**src/rtl/noc_pkg.sv**
```systemverilog
// Shared NoC definitions: flit id encodings, field widths and input-port FSM states.
package noc_pkg;

  localparam int unsigned ID_W  = 3;
  localparam int unsigned LEN_W = 12;

  localparam logic [ID_W-1:0] FLIT_HEAD   = 3'b001;
  localparam logic [ID_W-1:0] FLIT_BODY   = 3'b010;
  localparam logic [ID_W-1:0] FLIT_TAIL   = 3'b100;
  localparam logic [ID_W-1:0] FLIT_SINGLE = 3'b101;

  typedef enum logic [0:0] {StIdle, StActive} port_state_e;

  // flit_id occupies the top ID_W bits of a flit
  function automatic int unsigned flit_id_lsb(input int unsigned data_w);
    return data_w - ID_W;
  endfunction

endpackage

```
**src/rtl/flit_fifo.sv**
```systemverilog
// Flit FIFO with registered occupancy count; head entry is visible combinationally.
module flit_fifo #(
  parameter int unsigned DATA_W = 32,
  parameter int unsigned DEPTH  = 8,
  localparam int unsigned PtrW  = $clog2(DEPTH),
  localparam int unsigned CntW  = $clog2(DEPTH + 1)
) (
  input  logic              clk_i,
  input  logic              rst_ni,
  input  logic              push_i,
  input  logic [DATA_W-1:0] data_i,
  input  logic              pop_i,
  output logic              full_o,
  output logic              empty_o,
  output logic [CntW-1:0]   count_o,
  output logic [DATA_W-1:0] head_o
);

  logic [DATA_W-1:0] mem_q [DEPTH];
  logic [PtrW-1:0]   wr_ptr_q, rd_ptr_q;
  logic [CntW-1:0]   count_q;
  logic              do_push, do_pop;

  assign full_o  = (count_q == CntW'(DEPTH));
  assign empty_o = (count_q == '0);
  assign count_o = count_q;
  assign head_o  = mem_q[rd_ptr_q];

  // At full only a pop can happen; a pop on empty is ignored
  assign do_push = push_i & ~full_o;
  assign do_pop  = pop_i & ~empty_o;

  always_ff @(posedge clk_i or negedge rst_ni) begin
    if (!rst_ni) begin
      wr_ptr_q <= '0;
      rd_ptr_q <= '0;
      count_q  <= '0;
    end else begin
      if (do_push) wr_ptr_q <= wr_ptr_q + PtrW'(1);
      if (do_pop)  rd_ptr_q <= rd_ptr_q + PtrW'(1);
      count_q <= count_q + CntW'(do_push) - CntW'(do_pop);
    end
  end

  always_ff @(posedge clk_i) begin
    if (do_push) mem_q[wr_ptr_q] <= data_i;
  end

endmodule

```
**src/rtl/input_port_buffer.sv**
```systemverilog
// Router input stage: buffers flits, enforces packet framing, requests the arbiter and
// pops towards the crossbar on grant. Flits out of framing are discarded with drop_err.
module input_port_buffer #(
  parameter int unsigned DATA_W = 32,
  parameter int unsigned DEPTH  = 8,
  parameter int unsigned ID_W   = noc_pkg::ID_W,
  parameter int unsigned LEN_W  = noc_pkg::LEN_W
) (
  input  logic              clk,
  input  logic              rst,
  input  logic              in_valid,
  input  logic [DATA_W-1:0] in_flit,
  output logic              in_ready,
  input  logic              grant,
  output logic              out_valid,
  output logic [DATA_W-1:0] out_flit,
  output logic              req,
  output logic [ID_W-1:0]   flit_id,
  output logic [LEN_W-1:0]  length,
  output logic              drop_err
);
  import noc_pkg::*;

  localparam int unsigned IdLsb = flit_id_lsb(DATA_W);
  localparam int unsigned CntW  = $clog2(DEPTH + 1);

  logic              fifo_push, fifo_pop, fifo_full, fifo_empty;
  logic [CntW-1:0]   fifo_count;
  logic [DATA_W-1:0] fifo_head;
  logic [ID_W-1:0]   head_id;
  logic              is_start, is_cont, legal_head, pop, drop;
  port_state_e       state_q, state_d;
  logic [LEN_W-1:0]  len_q, len_d;
  logic              drop_err_q;
  logic              unused_count;

  flit_fifo #(
    .DATA_W (DATA_W),
    .DEPTH  (DEPTH)
  ) u_fifo (
    .clk_i   (clk),
    .rst_ni  (rst),
    .push_i  (fifo_push),
    .data_i  (in_flit),
    .pop_i   (fifo_pop),
    .full_o  (fifo_full),
    .empty_o (fifo_empty),
    .count_o (fifo_count),
    .head_o  (fifo_head)
  );

  assign unused_count = ^fifo_count;

  assign in_ready  = ~fifo_full;
  assign fifo_push = in_valid & in_ready;

  assign head_id  = fifo_head[IdLsb +: ID_W];
  assign is_start = (head_id == FLIT_HEAD) | (head_id == FLIT_SINGLE);
  assign is_cont  = (head_id == FLIT_BODY) | (head_id == FLIT_TAIL);

  // A packet may only open in IDLE and only continue in ACTIVE; anything else is an orphan
  assign legal_head = (state_q == StIdle) ? is_start : is_cont;
  assign req        = ~fifo_empty & legal_head;
  assign pop        = grant & req;
  assign drop       = ~fifo_empty & ~legal_head;
  assign fifo_pop   = pop | drop;

  assign out_valid = pop;
  assign out_flit  = fifo_head;
  assign flit_id   = fifo_empty ? '0 : head_id;
  assign length    = (~fifo_empty & is_start) ? fifo_head[LEN_W-1:0] : len_q;
  assign drop_err  = drop_err_q;

  always_comb begin
    state_d = state_q;
    len_d   = len_q;
    if (pop && is_start) len_d = fifo_head[LEN_W-1:0];
    unique case (state_q)
      StIdle:   if (pop && head_id == FLIT_HEAD) state_d = StActive;
      StActive: if (pop && head_id == FLIT_TAIL) state_d = StIdle;
      default:  state_d = StIdle;
    endcase
  end

  always_ff @(posedge clk or negedge rst) begin
    if (!rst) begin
      state_q    <= StIdle;
      len_q      <= '0;
      drop_err_q <= 1'b0;
    end else begin
      state_q    <= state_d;
      len_q      <= len_d;
      drop_err_q <= drop;
    end
  end

endmodule
```
**config.mk**
```make
export PLATFORM = sky130hd
export DESIGN_NAME = input_port_buffer
export DESIGN_NICKNAME = d
export VERILOG_FILES = /design/src/rtl/noc_pkg.sv /design/src/rtl/flit_fifo.sv /design/src/rtl/input_port_buffer.sv
export SDC_FILE = /design/constraint.sdc
export NUM_CORES = 1
export LEC_CHECK = 0
export CAP_MARGIN = 15
export CORE_ASPECT_RATIO = 1.75
export CORE_MARGIN = 10
export CORE_UTILIZATION = 52
export DETAILED_ROUTE_END_ITERATION = 16
export PLACE_DENSITY = 0.8
export SLEW_MARGIN = 30
export SYNTH_ARGS = -nofsm -noshare
export SYNTH_HDL_FRONTEND = slang
export SYNTH_HIERARCHICAL = 1
export SYNTH_SLANG_ARGS = --single-unit
```
**constraint.sdc**
```tcl
create_clock -name clk -period 4.43 [get_ports clk]
set_input_delay 0.886 -clock clk [delete_from_list [all_inputs] [get_ports clk]]
set_output_delay 0.886 -clock clk [all_outputs]
set_load 0.01 [all_outputs]
```
==> metrics.csv <==
stage,metric,value,unit
floorplan,io_pins,87,
global_routing,busiest_layer,met2,
detailed_routing,vias_per_cell,5.89,
global_routing,grt_use_met3,2.82,%
job,max_cap_viol_count,0,
placement,place_inst,825,
power_and_ir_drop,ir_drop,0.312,mV
placement,dp_hpwl,13400,um
synth,syn_inst,489,
timing,skew,0.0110,ns
timing,whs,0.510,ns
timing,max_clock_freq,0.241,GHz
synth,syn_nets,534,
global_routing,antenna_found_initial,0,
timing,rsz0062_at_grt,false,
timing,setup_violations,0,
global_routing,grt_first_pass_wirelength,33700,um
synth,synth.largest_area_cell,edfxtp_1,
critical_path,arrival,3.26,ns
finish,n_antenna_cell,0,
floorplan,start_util,53.1,%
synth,ys_seq_area_share,74.3,%
floorplan,die_width,131,um
power_and_ir_drop,p_leak,4.47,nW
critical_path,r2r_cells,13,
finish,final_cells,869,
clocking,cts_root_buffer,clkbuf_16,
status,outcome,"complete, no violations",
detailed_routing,avgRoutedWirePerCell,25.6,um
global_routing,track_usage,16.0,%
clocking,insertion_delay,0.51,ns
power_and_ir_drop,finalPower,9.39,mW
finish,final_cell_mix,"edfxtp_1 (256), clkdlybuf4s50_1 (86), mux2_2 (48), mux4_2 (39)",
detailed_routing,drtIter0Drc,370,
synth,synth-seq-cells,280,
timing,slew_violations,0,
timing,final.setup.tns,0,ns
placement,port_buffers,86,
hold_path,worst_hold_startpoint,len_q[8]$_DFFE_PN0P_,
clocking,cts.sinks,280,
floorplan,core,0.0210,mm^2
finish,design_area,0.0132,mm^2
synth,synth_warnings,6,
hold_path,whs_path_depth,1,
detailed_routing,wl,22200,um
detailed_routing,drc,0,
clocking,cts_tree,built,
finish,drive_gt1_share,27.4,%
timing,final.setup.worst_slack,0.286,ns
floorplan,die_height,214,um
synth,avgSynthCellArea,22.8,um^2
critical_path,r2r_end,u_fifo/count_o[2]$_DFF_PN0_,
critical_path,critPathKind,register to output pin,
clocking,cts_max_path_buffers,3,
finish,mostFrequentLayoutCell,edfxtp_1,
timing,min_period,4.14,ns
critical_path,reg2reg_slack,0.73,ns
timing,fin_crit_sh,93.5,%
finish,fillers,1397,
global_routing,first_global_vias,5609,
detailed_routing,dr_total_vias,5119,
global_routing,grtUsageMet2,30.0,%
timing,worst_pin_slew,0.611,ns
critical_path,cp-start-kind,register,
synth,synth_area_leaders,"edfxtp_1 (69%), mux4_2 (7.9%), mux4_1 (5.9%)",
clocking,clk_pin_slew,0.07,ns
global_routing,gr-total-overflow,0,
timing,relSlewSlack,59.2,%
critical_path,required,3.54,ns
placement,gp_congestion,0.698,
global_routing,grt_max_degree,40,
critical_path,worstSetupEndpointType,output pin,
finish,multi_input_area,0.00271,mm^2
detailed_routing,ant_nets,0,
clocking,cts_max_level,1,
detailed_routing,first_pass_iters,4,
placement,placed_cell_area,0.0124,mm^2
hold_path,min_to,len_q[8]$_DFFE_PN0P_,
power_and_ir_drop,p_per_area,713,mW/mm^2
synth,synth.top_cell.area_share,68.9,%
placement,post-place-ws,0.613,ns
finish,nNetsFinal,645,
finish,regArea,0.00829,mm^2
global_routing,use_met1,17.9,%
floorplan,die_area,0.0280,mm^2
hold_path,hp-class,register to register,
floorplan,fp-row-count,70,
critical_path,crit_path_max_fanout,12,
finish,synthToLayoutAreaGrowth,18.1,%
finish,fin_util,62.7,%
clocking,cts_buffers,24,
critical_path,r2r_start,u_fifo/rd_ptr_q[0]$_DFFE_PN0P_,
synth,synth.distinct_cells,35,
timing,hold_viol,0,
synth,syn_area,0.0112,mm^2
## where the power goes
group / switching, mW / internal, mW
Clock: 0.897 / 1.22
Sequential: 0.246 / 3.38
Combinational: 1.65 / 2.01
## routing by layer
layer	share of wire, %	vias to the layer above
met4	2.2	0
met2	56	167
li1	-	2257
met3	5.8	35
met1	35	2660
met5	0	-
## sequential cells by signal (all words and copies together), names as in the netlist
signal           cells
drop_err             1
u_fifo/mem_q       256
u_fifo/rd_ptr_q      3
u_fifo/count_o       4
u_fifo/wr_ptr_q      3
len_q               12
state_q              1
## how the worst max path moves through the flow
stage,startpoint,to,slack [ns]
after detailed placement,u_fifo/rd_ptr_q[0]$_DFFE_PN0P_,out_flit[17],0.61
after CTS,u_fifo/rd_ptr_q[0]$_DFFE_PN0P_,out_flit[17],0.07
after global placement,u_fifo/rd_ptr_q[0]$_DFFE_PN0P_,out_flit[19],0.66
after global routing,u_fifo/rd_ptr_q[0]$_DFFE_PN0P_,length[8],0.11
final,u_fifo/rd_ptr_q[0]$_DFFE_PN0P_,length[9],0.29
after floorplan,in_valid,u_fifo/mem_q[2][0]$_DFFE_PP_,0.44
## final cells by class
| class | count | share of cell area (%) |
|---|---|---|
| well taps | 252 | 2.39 |
| clock inverters | 14 | 1.21 |
| inverters | 11 | 0.313 |
| multi-input cells | 177 | 20.6 |
| clock buffers | 29 | 4.86 |
| flip-flops and latches | 280 | 62.9 |
| repair buffers | 106 | 7.73 |
## synth_stat cells (all sizes together)
| cell type | number |
|---|---|
| or3b | 1 |
| mux2 | 58 |
| a21o | 1 |
| edfxtp | 256 |
| a21boi | 1 |
| xor2 | 2 |
| or3 | 1 |
| nor2b | 5 |
| nand2b | 3 |
| dfrtp | 24 |
| mux4 | 64 |
| buf | 15 |
| a21oi | 2 |
| o22a | 1 |
| nor3 | 6 |
| xnor2 | 4 |
| fa | 1 |
| nand2 | 3 |
| nor4bb | 2 |
| nor4 | 1 |
| nor3b | 4 |
| clkbuf | 6 |
| ha | 8 |
| nand3 | 2 |
| nand3b | 1 |
| nor2 | 6 |
| inv | 11 |
## repair_timing
action / in CTS / in global routing
buffers inserted: 0 / 1
endpoints found under the setup margin: 0 / 10
resized for setup: 0 / 1
hold endpoints to repair: 0 / 0
hold buffers: 0 / 0
## critical path: stages (launching register included)
cell	delay, ns
dfrtp_4	0.57
mux4_2	0.54
mux2_2	0.36
nor3b_2	0.20
buf_4	0.24
mux2_2	0.35
clkdlybuf4s50_1	0.49
## kinds of logic after synthesis
group	after synthesis	share of synthesized area, %
DFF	280	74.3
adders and majority gates	9	1.08
and+or+nand+nor	35	2.00
buffers and inverters	32	1.94
xor gates and xnor gates	6	0.471
AOI/OAI and AO/OA	5	0.303
muxes	122	19.9
Power figures use the tool's default switching activity.
